[config.mk]
export PLATFORM = sky130hd
export DESIGN_NAME = fetch_stage_flat
export DESIGN_NICKNAME = d
export VERILOG_FILES = /design/src/rtl/rv_pkg.sv /design/src/rtl/fetch_stage_if.sv /design/src/rtl/fetch_hold_buf.sv /design/src/rtl/fetch_stage.sv /design/src/flat_wrapper.sv
export SDC_FILE = /design/constraint.sdc
export NUM_CORES = 1
export LEC_CHECK = 0
export CAP_MARGIN = 20
export CORE_ASPECT_RATIO = 1.4
export CORE_MARGIN = 2
export CORE_UTILIZATION = 33
export CTS_CLUSTER_DIAMETER = 60
export DETAILED_ROUTE_END_ITERATION = 10
export PLACE_DENSITY = 0.58
export REMOVE_ABC_BUFFERS = 1
export SLEW_MARGIN = 20
export SYNTH_ARGS = -nofsm -noshare
export SYNTH_HDL_FRONTEND = slang
export SYNTH_SLANG_ARGS = --single-unit
[constraint.sdc]
create_clock -name clk -period 2.9 [get_ports clk]
set_clock_uncertainty 0.2 [all_clocks]
set_input_delay 0.435 -clock clk [delete_from_list [all_inputs] [get_ports clk]]
set_output_delay 0.435 -clock clk [all_outputs]
set_load 0.01 [all_outputs]
[src/rtl/rv_pkg.sv]
// Shared RV32I constants and payload types for the front end.
package rv_pkg;

  localparam int unsigned XLEN       = 32;
  localparam int unsigned INST_BYTES = 4;

  localparam logic [XLEN-1:0] RESET_PC = 32'h4000_0000;
  localparam logic [XLEN-1:0] NOP_INST = 32'h0000_0013;

  // Response register payload: the PC whose instruction is being presented.
  typedef struct packed {
    logic            valid;
    logic [XLEN-1:0] pc;
  } fetch_resp_t;

endpackage

[src/rtl/fetch_stage_if.sv]
// Fetch stage bus: instruction memory, decode handshake and execute redirect.
interface fetch_stage_if;
  import rv_pkg::*;

  logic [XLEN-1:0] imem_addr;
  logic [XLEN-1:0] imem_dout;
  logic            stall;
  logic            redirect_valid;
  logic [XLEN-1:0] redirect_pc;
  logic            if_valid;
  logic [XLEN-1:0] if_pc;
  logic [XLEN-1:0] if_inst;
  logic            fetch_misaligned;

  // Fetch stage side
  modport master (
    output imem_addr, if_valid, if_pc, if_inst, fetch_misaligned,
    input  imem_dout, stall, redirect_valid, redirect_pc
  );

  // Surrounding pipeline / memory side
  modport slave (
    input  imem_addr, if_valid, if_pc, if_inst, fetch_misaligned,
    output imem_dout, stall, redirect_valid, redirect_pc
  );

endinterface

[src/rtl/fetch_hold_buf.sv]
// Captures the memory word on the first stall cycle so the presented
// instruction stays stable while imem_dout moves on to the next address.
module fetch_hold_buf
  import rv_pkg::*;
(
  input  logic            clk,
  input  logic            rst_n,
  input  logic            resp_valid,
  input  logic            stall,
  input  logic            flush,
  input  logic [XLEN-1:0] imem_dout,
  output logic [XLEN-1:0] inst_c
);

  logic            hold_valid, hold_valid_nxt;
  logic [XLEN-1:0] hold_inst, hold_inst_nxt;

  // Next-state: flush drops the word, first stall cycle captures, advance releases
  always_comb begin
    hold_valid_nxt = hold_valid;
    hold_inst_nxt  = hold_inst;
    if (flush) begin
      hold_valid_nxt = 1'b0;
    end else if (stall) begin
      if (resp_valid && !hold_valid) begin
        hold_valid_nxt = 1'b1;
        hold_inst_nxt  = imem_dout;
      end
    end else begin
      hold_valid_nxt = 1'b0;
    end
  end

  // Hold registers
  always_ff @(posedge clk or negedge rst_n) begin
    if (!rst_n) begin
      hold_valid <= 1'b0;
      hold_inst  <= '0;
    end else begin
      hold_valid <= hold_valid_nxt;
      hold_inst  <= hold_inst_nxt;
    end
  end

  // Presented instruction: NOP in a bubble, held word while stalled, else live memory data
  always_comb begin
    inst_c = imem_dout;
    if (!resp_valid) begin
      inst_c = NOP_INST;
    end else if (hold_valid) begin
      inst_c = hold_inst;
    end
  end

endmodule

[src/rtl/fetch_stage.sv]
// RV32I instruction fetch: fetch PC, synchronous imem addressing, decode
// stall with lossless hold, and execute redirect with a one-cycle bubble.
module fetch_stage
  import rv_pkg::*;
(
  input  logic          clk,
  input  logic          rst_n,
  fetch_stage_if.master bus
);

  localparam logic [XLEN-1:0] PC_STEP = XLEN'(INST_BYTES);

  logic [XLEN-1:0] fetch_pc, fetch_pc_nxt;
  fetch_resp_t     resp, resp_nxt;
  logic            fetch_misaligned, fetch_misaligned_nxt;
  logic [XLEN-1:0] inst_c;

  // Next-state: redirect beats stall, stall beats advance
  always_comb begin
    fetch_pc_nxt         = fetch_pc;
    resp_nxt             = resp;
    fetch_misaligned_nxt = 1'b0;
    if (bus.redirect_valid) begin
      fetch_pc_nxt         = {bus.redirect_pc[XLEN-1:2], 2'b00};
      resp_nxt.valid       = 1'b0;
      fetch_misaligned_nxt = |bus.redirect_pc[1:0];
    end else if (!bus.stall) begin
      resp_nxt.valid = 1'b1;
      resp_nxt.pc    = fetch_pc;
      fetch_pc_nxt   = fetch_pc + PC_STEP;
    end
  end

  // PC and response registers
  always_ff @(posedge clk or negedge rst_n) begin
    if (!rst_n) begin
      fetch_pc         <= RESET_PC;
      resp.valid       <= 1'b0;
      resp.pc          <= RESET_PC;
      fetch_misaligned <= 1'b0;
    end else begin
      fetch_pc         <= fetch_pc_nxt;
      resp             <= resp_nxt;
      fetch_misaligned <= fetch_misaligned_nxt;
    end
  end

  fetch_hold_buf u_hold (
    .clk        (clk),
    .rst_n      (rst_n),
    .resp_valid (resp.valid),
    .stall      (bus.stall),
    .flush      (bus.redirect_valid),
    .imem_dout  (bus.imem_dout),
    .inst_c     (inst_c)
  );

  assign bus.imem_addr        = fetch_pc;
  assign bus.if_valid         = resp.valid;
  assign bus.if_pc            = resp.pc;
  assign bus.if_inst          = inst_c;
  assign bus.fetch_misaligned = fetch_misaligned;

endmodule

[src/flat_wrapper.sv]
// flat-port wrapper written by rule: the top's interface ports become plain ports
module fetch_stage_flat import rv_pkg::*;
  (clk, rst_n, bus_imem_addr, bus_if_valid, bus_if_pc, bus_if_inst, bus_fetch_misaligned, bus_imem_dout, bus_stall, bus_redirect_valid, bus_redirect_pc);
  fetch_stage_if bus_i ();
  input  logic clk;
  input  logic rst_n;
  output wire logic [$bits(bus_i.imem_addr)-1:0] bus_imem_addr;
  output wire logic [$bits(bus_i.if_valid)-1:0] bus_if_valid;
  output wire logic [$bits(bus_i.if_pc)-1:0] bus_if_pc;
  output wire logic [$bits(bus_i.if_inst)-1:0] bus_if_inst;
  output wire logic [$bits(bus_i.fetch_misaligned)-1:0] bus_fetch_misaligned;
  input wire logic [$bits(bus_i.imem_dout)-1:0] bus_imem_dout;
  input wire logic [$bits(bus_i.stall)-1:0] bus_stall;
  input wire logic [$bits(bus_i.redirect_valid)-1:0] bus_redirect_valid;
  input wire logic [$bits(bus_i.redirect_pc)-1:0] bus_redirect_pc;
  assign bus_imem_addr = bus_i.imem_addr;
  assign bus_if_valid = bus_i.if_valid;
  assign bus_if_pc = bus_i.if_pc;
  assign bus_if_inst = bus_i.if_inst;
  assign bus_fetch_misaligned = bus_i.fetch_misaligned;
  assign bus_i.imem_dout = bus_imem_dout;
  assign bus_i.stall = bus_stall;
  assign bus_i.redirect_valid = bus_redirect_valid;
  assign bus_i.redirect_pc = bus_redirect_pc;
  fetch_stage u_core (.clk(clk), .rst_n(rst_n), .bus(bus_i));
endmodule
Yosys cells after proc, flatten, opt, wreduce, memory -nomap -nowiden
Index checks and enable logic that the tools add are counted.

cells by class
  $add $sub $neg = 1
  eq/ne operators = 2
  mux-type cells = 10
  bitwise operators = 2
  reductions and logical operators = 5

operators with widths
  cell                   number
  $mux 32                4
  $mux 33                1
  $add 32x3->32 const B  1
  $mux 1                 5
  $ne 3x1->1 const B     1
  $reduce_and 3->1       1
  $ne 2x1->1 const B     1
  $not 1->1              2
  $reduce_and 2->1       1
  $reduce_or 2->1        1
  $logic_and 1x1->1      1
  $logic_not 1->1        1

storage, ports and cells
  flip-flop bits (word level) = 99
  bits of input ports = 68
  output and inout bits = 98
  logic and storage cells = 26

Depth between registers and ports, before layout
Gate-level depths: netlist (run 1).

  depth after elaboration = 5
  depth in mapped cells = 6
  mapped depth without buffers = 5

Modules after synthesis
A second synthesis (run 1) with hierarchy kept.

second synthesis, totals
  cell total of the unflattened synthesis = 425
  area total of the unflattened synthesis = 4956.0 um2

modules (own cells, without submodules)
  module          times used  cells an instance  area an instance (um2)  sequential area each (um2)
  fetch_stage     1           282                2999.1                  1554.0
  fetch_hold_buf  1           143                1956.9                  825.8

Least setup slack after synthesis (run 1)
OpenSTA, ideal clock, no wires.

  path type = reg-to-reg
  from = reg u_core.fetch_pc[2] (netlist: u_core.bus.imem_addr[2])
  to = reg u_core.fetch_pc[30] (netlist: u_core.bus.imem_addr[30])
  setup time = 77 ps
  arrival = 1865 ps
  required time = 2623 ps
  slack = 758 ps
  cell stages (with the launch flop) = 7
  buffers on the path = 1
  period minus slack after synthesis = 2142 ps
  cell sequence = dfrtp_1 -> ha_1 -> and4b_1 -> clkbuf_1 -> nand4_1 -> or4_1 -> a31oi_1

between the ends
  word-level cells in the longest chain between the ends = 3

ends and longest elaborated chain
  item                      line               text
  start: declaration        fetch_stage.sv:13  logic [XLEN-1:0] fetch_pc, fetch_pc_nxt;
  start signal: assignment  fetch_stage.sv:42  fetch_pc <= fetch_pc_nxt;
  $add 32x3->32             fetch_stage.sv:30  fetch_pc_nxt = fetch_pc + PC_STEP;
  $mux 32                   fetch_stage.sv:27  end else if (!bus.stall) begin
  $mux 32                   fetch_stage.sv:23  if (bus.redirect_valid) begin

Every way passes these cells. The select of a mux whose other input is x is not followed.
A chain may end at the register's enable or synchronous reset.

Final worst setup path (run 1)
  from = reg u_core.resp, in the netlist u_core.bus.if_valid
  to = out bus_if_inst[2]

between the ends
  word-level cells in the longest chain between the ends = 1

ends and longest elaborated chain
  item                      line                  text
  start: declaration        fetch_stage.sv:14     fetch_resp_t resp, resp_nxt;
  start signal: assignment  fetch_stage.sv:43     resp <= resp_nxt;
  $mux 32                   fetch_hold_buf.sv:48  if (!resp_valid) begin
  end: declaration          flat_wrapper.sv:10    output wire logic [$bits(bus_i.if_inst)-1:0] bus_if_inst;

Every way passes these cells.

==> results of run 1 <==
-- area by class of cell --
cell class                      count  area [um2]  share of cell area (%)
Tap cell                          189         236                    3.40
Clock buffer                       10         239                    3.43
Timing Repair Buffer              176        1770                    25.5
Clock inverter                      6        43.8                   0.629
Inverter                            4        18.8                   0.270
Multi-Input combinational cell    304        2260                    32.4
Sequential cell                    95        2380                    34.2
Timing Repair inverter              1        7.51                   0.108
-- kinds of logic (layout without fill, tap and decap cells) --
group | after synthesis | count (layout) | share of synthesized area (%)
xor+xnor | 11 | 11 | 2.00
buf+inv | 38 | 197 | 4.19
other cells | 1 | 4 | 0.0780
fa+ha+maj | 1 | 1 | 0.260
flops | 95 | 95 | 49.5
mux | 95 | 95 | 21.4
compound gates | 48 | 48 | 6.63
simple gates | 145 | 145 | 16.0
-- power by group through the flow --
| stage | Combinational, mW | Sequential (mW) | Clock, mW |
|---|---|---|---|
| after floorplan | 0.344 | 1.78 | 0 |
| after global placement | 0.916 | 1.76 | 0 |
| after detailed placement | 0.928 | 1.77 | 0 |
| after CTS | 0.934 | 1.74 | 1.19 |
| after global routing | 1.00 | 1.78 | 1.22 |
| final | 0.923 | 1.74 | 1.14 |
-- timing repair --
item | in CTS | in global routing
setup endpoints to repair | 0 | 28
buffers inserted | 0 | 0
hold endpoints to repair | 37 | 0
hold buffers | 1 | 0
resized for setup | 0 | 3
-- metrics by stage --
step                      std cells  worst slack, ps
final                           785              305
after floorplan                 403             -792
after detailed placement        767              420
after global placement          767              448
after global routing            785              183
after CTS                       784             54.2
-- registers in the layout, summed over array words and instances, names as in the netlist --
name                         count
u_core.bus.if_pc                30
u_core.u_hold.hold_inst         32
u_core.bus.imem_addr            30
u_core.bus.fetch_misaligned      1
u_core.u_hold.hold_valid         1
u_core.bus.if_valid              1
-- per-layer routing --
layer | GRT usage, % | vias to the layer above | share of wire (%)
li1 | - | 1879 | -
met4 | 4.74 | 0 | 1.2
met1 | 20.9 | 1961 | 41
met3 | 5.63 | 12 | 8.4
met5 | 0 | - | 0
met2 | 29.9 | 155 | 49
-- final timing paths --
| path | start | endpoint | slack (ps) | cells past startpoint |
|---|---|---|---|---|
| setup / recovery | u_core.bus.if_valid | bus_if_inst[2] | 310 | 3 |
| hold / removal | u_core.u_hold.hold_inst[26] | u_core.u_hold.hold_inst[26] | 310 | 1 |
| setup reg to reg | u_core.bus.if_valid | u_core.u_hold.hold_inst[19] | 550 | 5 |
| hold reg to reg | u_core.u_hold.hold_inst[26] | u_core.u_hold.hold_inst[26] | 310 | 1 |
| max in group asynchronous | rst_n | u_core.bus.if_pc[30] | 1350 | 3 |
| min in group asynchronous | rst_n | u_core.u_hold.hold_inst[14] | 420 | 2 |
-- placed cells by master, fill, tap and decap left out, types with 5 or more instances in the layout --
cell type                         count
sky130_fd_sc_hd__clkbuf_16            9
sky130_fd_sc_hd__xor2_1               6
sky130_fd_sc_hd__o21ai_0             16
sky130_fd_sc_hd__a31oi_1              9
sky130_fd_sc_hd__o211ai_1             6
sky130_fd_sc_hd__or4_1                8
sky130_fd_sc_hd__o31ai_1              5
sky130_fd_sc_hd__mux2i_1             33
sky130_fd_sc_hd__clkdlybuf4s50_1    160
sky130_fd_sc_hd__nand4_1             14
sky130_fd_sc_hd__nand3_1             13
sky130_fd_sc_hd__mux2_2              62
sky130_fd_sc_hd__nand2_1             30
sky130_fd_sc_hd__nor2_1              45
sky130_fd_sc_hd__and4_1               7
sky130_fd_sc_hd__dfrtp_1             91
sky130_fd_sc_hd__xnor2_1              5
sky130_fd_sc_hd__buf_4               11
-- critical path, stage by stage (launching register included) --
cell and delay [ps]:
sky130_fd_sc_hd__dfrtp_2 500, sky130_fd_sc_hd__clkinvlp_4 350, sky130_fd_sc_hd__nor2_1 210, sky130_fd_sc_hd__clkdlybuf4s50_1 560
==> impl_metrics.xml, run 1 <==
<?xml version="1.0" encoding="UTF-8"?>
<metrics>
  <group name="detailed_routing">
    <metric name="drt_iter0_markers" unit="">168</metric>
    <metric name="drc_errors" unit="">0</metric>
    <metric name="vias" unit="">4007</metric>
    <metric name="route.antenna.remaining_nets" unit="">0</metric>
    <metric name="route.detailed.vias_per_inst" unit="">5.10</metric>
    <metric name="firstDrtPassIters" unit="">4</metric>
    <metric name="finalWirelength" unit="um">13700</metric>
    <metric name="wl_per_cell" unit="um">17.5</metric>
  </group>
  <group name="pwr">
    <metric name="leakage" unit="nW">2.68</metric>
    <metric name="vdd_ir_drop_max" unit="mV">0.276</metric>
    <metric name="power_density" unit="nW/um2">546</metric>
    <metric name="sequentialPowerShare" unit="%">45.8</metric>
    <metric name="total_power" unit="mW">3.80</metric>
    <metric name="p_switching" unit="mW">1.07</metric>
    <metric name="power.clock.fraction" unit="%">29.9</metric>
    <metric name="comb_power_share" unit="%">24.3</metric>
    <metric name="internal_power" unit="mW">2.73</metric>
    <metric name="sw_ratio" unit="%">28.1</metric>
  </group>
  <group name="synth">
    <metric name="async_flop_share" unit="%">100</metric>
    <metric name="synth.top_cells.by_area" unit="">sky130_fd_sc_hd__dfrtp_1 48%, sky130_fd_sc_hd__mux2_2 15%, sky130_fd_sc_hd__mux2i_1 6.9%</metric>
    <metric name="yosysWarnings" unit="">0</metric>
    <metric name="cell_with_the_most_instances_after_synthesis" unit="">sky130_fd_sc_hd__dfrtp_1</metric>
    <metric name="mappedNetlistArea" unit="um2">4810</metric>
    <metric name="synth_seq_area_share" unit="%">49.5</metric>
    <metric name="ys.flop_type" unit="">sky130_fd_sc_hd__dfrtp_1</metric>
    <metric name="synth.top_cell.area_share" unit="%">48.4</metric>
    <metric name="synth_enable_flop_cells" unit="">0</metric>
    <metric name="synth_seq_cells" unit="">95</metric>
    <metric name="syn-mean-instance-area" unit="um2">11.1</metric>
    <metric name="synthesis.instances" unit="">434</metric>
    <metric name="netlist-cell-type-count" unit="">49</metric>
    <metric name="yosys.area.top_type" unit="">sky130_fd_sc_hd__dfrtp_1</metric>
    <metric name="synth.cells.most_frequent" unit="">93 x sky130_fd_sc_hd__dfrtp_1, 62 x sky130_fd_sc_hd__mux2_2, 46 x sky130_fd_sc_hd__nor2_1</metric>
  </group>
  <group name="sta">
    <metric name="hold_viol" unit="">0</metric>
    <metric name="timing.setup.tns" unit="ps">0</metric>
    <metric name="worstMarginPinSlew" unit="ps">544</metric>
    <metric name="finalCritPeriodShare" unit="%">89.5</metric>
    <metric name="setup_violations" unit="">0</metric>
    <metric name="grt_setup_unrepaired" unit="">false</metric>
    <metric name="slew_violations" unit="">0</metric>
    <metric name="slew_headroom" unit="%">63.4</metric>
    <metric name="post_route_minimum_period" unit="ps">2590</metric>
    <metric name="worst_hold_slack" unit="ps">306</metric>
    <metric name="max_freq" unit="MHz">385</metric>
  </group>
  <group name="worst_setup_path">
    <metric name="timing.critical_path.required" unit="ps">2270</metric>
    <metric name="crit_path_capture_type" unit="">output pin</metric>
    <metric name="crit_path_max_fanout" unit="">15</metric>
    <metric name="criticalPathCategory" unit="">reg -&gt; out</metric>
    <metric name="startpoint_type" unit="">register</metric>
    <metric name="worstPathArrival" unit="ps">1960</metric>
  </group>
  <group name="global_routing">
    <metric name="grt_usage" unit="%">17.4</metric>
    <metric name="grt_antenna_before_repair" unit="">1</metric>
    <metric name="largest_net_degree_at_the_start_of_global_routing" unit="">59</metric>
    <metric name="globalRouteOverflowTotal" unit="">0</metric>
    <metric name="number_of_global_route_vias_before_repair" unit="">4145</metric>
    <metric name="grt_pass1_wl" unit="um">21400</metric>
  </group>
  <group name="final_layout">
    <metric name="area_delta_synth_final" unit="%">44.7</metric>
    <metric name="finish.utilization" unit="%">48.4</metric>
    <metric name="fin_area" unit="um2">6960</metric>
    <metric name="num_antenna_cells" unit="">0</metric>
    <metric name="drive_gt1_share" unit="%">17.8</metric>
    <metric name="layout.filler_cells" unit="">1368</metric>
    <metric name="nets" unit="">660</metric>
  </group>
  <group name="die">
    <metric name="initial_core_util" unit="%">33.4</metric>
    <metric name="num_io_pins" unit="">166</metric>
    <metric name="fp.coreArea" unit="um2">14400</metric>
    <metric name="fp.dieH" unit="um">147</metric>
    <metric name="die_area" unit="um2">15600</metric>
    <metric name="rows" unit="">52</metric>
    <metric name="dieWidth" unit="um">106</metric>
  </group>
  <group name="placement">
    <metric name="gpl.final_weighted_congestion" unit="">0.821</metric>
    <metric name="post_dp_cell_area" unit="um2">6650</metric>
    <metric name="place.detailed.hpwl" unit="um">9990</metric>
    <metric name="port_buffers" unit="">161</metric>
  </group>
  <group name="cts">
    <metric name="clock_latency" unit="ps">340</metric>
    <metric name="cts_made_buffers" unit="">9</metric>
    <metric name="h_tree_level_count" unit="">3</metric>
    <metric name="cts_max_path_buffers" unit="">2</metric>
    <metric name="cts_num_sinks" unit="">95</metric>
    <metric name="tritoncts_clock_tree" unit="">done</metric>
    <metric name="path_clk_slew" unit="ps">60</metric>
    <metric name="clk_root_buffer_cell" unit="">sky130_fd_sc_hd__clkbuf_16</metric>
  </group>
  <group name="status">
    <metric name="status" unit="">completed</metric>
  </group>
  <group name="worst_hold_path">
    <metric name="min-delay-path-class" unit="">reg -&gt; reg</metric>
  </group>
  <group name="flow_run">
    <metric name="maxCapViolations" unit="">0</metric>
  </group>
</metrics>
Power figures use the tool's default switching activity.
==> run 2: changes to the inputs <==
--- a/config.mk
+++ b/config.mk
@@ -7,7 +7,7 @@
 export LEC_CHECK = 0
 export CAP_MARGIN = 20
 export CORE_ASPECT_RATIO = 1.4
-export CORE_MARGIN = 2
+export CORE_MARGIN = 3
 export CORE_UTILIZATION = 33
 export CTS_CLUSTER_DIAMETER = 60
 export DETAILED_ROUTE_END_ITERATION = 10
==> run 2 against run 1 <==
- first-iteration DRC count down 7.1%
- clock power is essentially flat
- core utilization is 1.1 points higher
- cell count did not move
- worst setup slack got worse by 48 ps
- critical path depth unchanged
- design area up 0.38%
- routed wire length rose by 3.0%
- largest power group unchanged
- highest routed layer unchanged
==> impl_metrics.xml, run 2 (synthesis gave the netlist of run 1 again) <==
<?xml version="1.0" encoding="UTF-8"?>
<metrics>
  <group name="status">
    <metric name="status" unit="">completed</metric>
  </group>
  <group name="worst_setup_path">
    <metric name="crit_path_max_fanout" unit="">33</metric>
    <metric name="crit_path_capture_type" unit="">output pin</metric>
    <metric name="r2r-end" unit="">u_core.u_hold.hold_inst[15]</metric>
    <metric name="criticalPathCategory" unit="">reg -&gt; out</metric>
    <metric name="worst_case_reg_to_reg_path_depth" unit="">5</metric>
    <metric name="startpoint_type" unit="">register</metric>
    <metric name="worstPathArrival" unit="ps">2010</metric>
    <metric name="critical_path.reg2reg.startpoint" unit="">u_core.bus.if_valid</metric>
    <metric name="timing.reg2reg.setup_slack" unit="ps">550</metric>
    <metric name="timing.critical_path.required" unit="ps">2270</metric>
    <metric name="endpoint" unit="">bus_if_inst[21]</metric>
    <metric name="crit_start" unit="">u_core.u_hold.hold_valid</metric>
  </group>
  <group name="die">
    <metric name="rows" unit="">51</metric>
    <metric name="die_area" unit="um2">16100</metric>
    <metric name="dieWidth" unit="um">108</metric>
    <metric name="num_io_pins" unit="">166</metric>
    <metric name="fp.dieH" unit="um">149</metric>
    <metric name="fp.coreArea" unit="um2">14100</metric>
    <metric name="initial_core_util" unit="%">34.1</metric>
  </group>
  <group name="sta">
    <metric name="post_route_minimum_period" unit="ps">2640</metric>
    <metric name="setup_violations" unit="">0</metric>
    <metric name="hold_viol" unit="">0</metric>
    <metric name="slew_headroom" unit="%">55.8</metric>
    <metric name="slew_violations" unit="">0</metric>
    <metric name="max_freq" unit="MHz">378</metric>
    <metric name="finalCritPeriodShare" unit="%">91.1</metric>
    <metric name="timing.setup.tns" unit="ps">0</metric>
    <metric name="worstMarginPinSlew" unit="ps">662</metric>
    <metric name="grt_setup_unrepaired" unit="">false</metric>
  </group>
  <group name="cts">
    <metric name="h_tree_level_count" unit="">3</metric>
    <metric name="clk_root_buffer_cell" unit="">sky130_fd_sc_hd__clkbuf_16</metric>
    <metric name="path_clk_slew" unit="ps">70</metric>
    <metric name="tritoncts_clock_tree" unit="">done</metric>
    <metric name="cts_num_sinks" unit="">95</metric>
    <metric name="cts_made_buffers" unit="">9</metric>
    <metric name="clock_latency" unit="ps">350</metric>
    <metric name="cts_max_path_buffers" unit="">2</metric>
  </group>
  <group name="global_routing">
    <metric name="grt_pass1_wl" unit="um">22400</metric>
    <metric name="largest_net_degree_at_the_start_of_global_routing" unit="">51</metric>
    <metric name="grt_usage" unit="%">17.7</metric>
    <metric name="number_of_global_route_vias_before_repair" unit="">4083</metric>
    <metric name="grt_antenna_before_repair" unit="">0</metric>
    <metric name="globalRouteOverflowTotal" unit="">0</metric>
  </group>
  <group name="detailed_routing">
    <metric name="route.antenna.remaining_nets" unit="">0</metric>
    <metric name="vias" unit="">4003</metric>
    <metric name="wl_per_cell" unit="um">18.0</metric>
    <metric name="firstDrtPassIters" unit="">4</metric>
    <metric name="route.detailed.vias_per_inst" unit="">5.10</metric>
    <metric name="finalWirelength" unit="um">14100</metric>
    <metric name="drt_iter0_markers" unit="">156</metric>
    <metric name="drc_errors" unit="">0</metric>
  </group>
  <group name="final_layout">
    <metric name="nets" unit="">664</metric>
    <metric name="final_common_cell" unit="">sky130_fd_sc_hd__clkdlybuf4s50_1</metric>
    <metric name="sequential_cell_area" unit="um2">2380</metric>
    <metric name="flip_flop_count_of_the_largest_register_after_layout" unit="">32</metric>
    <metric name="most-common-layout-cells" unit="">160 x sky130_fd_sc_hd__clkdlybuf4s50_1, 91 x sky130_fd_sc_hd__dfrtp_1, 62 x sky130_fd_sc_hd__mux2_2, 45 x sky130_fd_sc_hd__nor2_1, 33 x sky130_fd_sc_hd__mux2i_1</metric>
    <metric name="register_with_the_most_flip_flops" unit="">u_core.u_hold.hold_inst</metric>
    <metric name="stdcell_count" unit="">785</metric>
    <metric name="num_antenna_cells" unit="">0</metric>
    <metric name="layout.filler_cells" unit="">1325</metric>
    <metric name="area_delta_synth_final" unit="%">45.2</metric>
    <metric name="area_used_by_multi_input_combinational_logic" unit="um2">2260</metric>
    <metric name="fin_area" unit="um2">6980</metric>
    <metric name="drive_gt1_share" unit="%">18.3</metric>
    <metric name="finish.utilization" unit="%">49.5</metric>
  </group>
  <group name="pwr">
    <metric name="power_density" unit="nW/um2">548</metric>
    <metric name="vdd_ir_drop_max" unit="mV">0.254</metric>
    <metric name="leakage" unit="nW">2.70</metric>
  </group>
  <group name="placement">
    <metric name="post_dp_cell_area" unit="um2">6670</metric>
    <metric name="port_buffers" unit="">161</metric>
    <metric name="place.detailed.hpwl" unit="um">10400</metric>
    <metric name="gpl.final_weighted_congestion" unit="">0.830</metric>
    <metric name="numPlacedInstances" unit="">767</metric>
  </group>
  <group name="flow_run">
    <metric name="maxCapViolations" unit="">0</metric>
  </group>
  <group name="worst_hold_path">
    <metric name="min-delay-path-class" unit="">reg -&gt; reg</metric>
  </group>
</metrics>
-- run 2: how the worst min path moves through the flow --
stage / startpoint / end / slack, ps / cells past startpoint
2_1_floorplan: rst_n / u_core.bus.fetch_misaligned / -60 / 0
3_3_place_gp: u_core.u_hold.hold_inst[7] / u_core.u_hold.hold_inst[7] / 290 / 1
3_5_place_dp: u_core.u_hold.hold_inst[14] / u_core.u_hold.hold_inst[14] / 300 / 1
4_1_cts: u_core.u_hold.hold_inst[14] / u_core.u_hold.hold_inst[14] / 310 / 1
5_1_grt: u_core.u_hold.hold_inst[8] / u_core.u_hold.hold_inst[8] / 320 / 1
6_report: u_core.u_hold.hold_inst[30] / u_core.u_hold.hold_inst[30] / 310 / 1
-- run 2: power breakdown --
part | total, mW | internal (mW) | switching [mW] | leakage [nW]
combinational | 0.927 | 0.570 | 0.357 | 1.43
sequential | 1.75 | 1.56 | 0.189 | 1.13
clock | 1.16 | 0.634 | 0.523 | 0.138
total | 3.83 | 2.76 | 1.07 | 2.70
-- run 2: routing by layer --
metal / up-vias / global-route usage, % / wire length, um
li1: 1890 / - / -
met1: 1937 / 22.5 / 5890
met2: 159 / 29.5 / 6870
met3: 17 / 4.20 / 1130
met4: 0 / 6.13 / 248
met5: - / 0 / 0
-- run 2: stage by stage --
step | worst slack, ps | total power [mW] | hold WS, ps
after global routing | 152 | 4.04 | 320
after CTS | -2.93 | 3.89 | 310
after detailed placement | 369 | 2.71 | 295
after floorplan | -792 | 2.13 | -60.6
final | 258 | 3.83 | 305
after global placement | 404 | 2.68 | 288
-- run 2: final cells by class --
cell class | instances | area share [%]
multi-input cells | 304 | 32.3
inverters | 4 | 0.269
clock buffers | 11 | 3.62
repair buffers | 180 | 25.7
well taps | 185 | 3.31
clock inverters | 5 | 0.591
repair inverters | 1 | 0.107
flip-flops and latches | 95 | 34.1
-- run 2: critical path, stage by stage (launching register included) --
cell and delay [ps]:
sky130_fd_sc_hd__dfrtp_4 800, sky130_fd_sc_hd__mux2i_1 150, sky130_fd_sc_hd__nor2_1 130, sky130_fd_sc_hd__clkdlybuf4s50_1 570
-- run 2: what timing repair did --
action	4_1_cts	5_1_grt
hold endpoints to repair	47	0
setup endpoints to repair	4	29
setup buffers	0	0
gates cloned	0	1
resized for setup	1	3
hold buffers	1	0
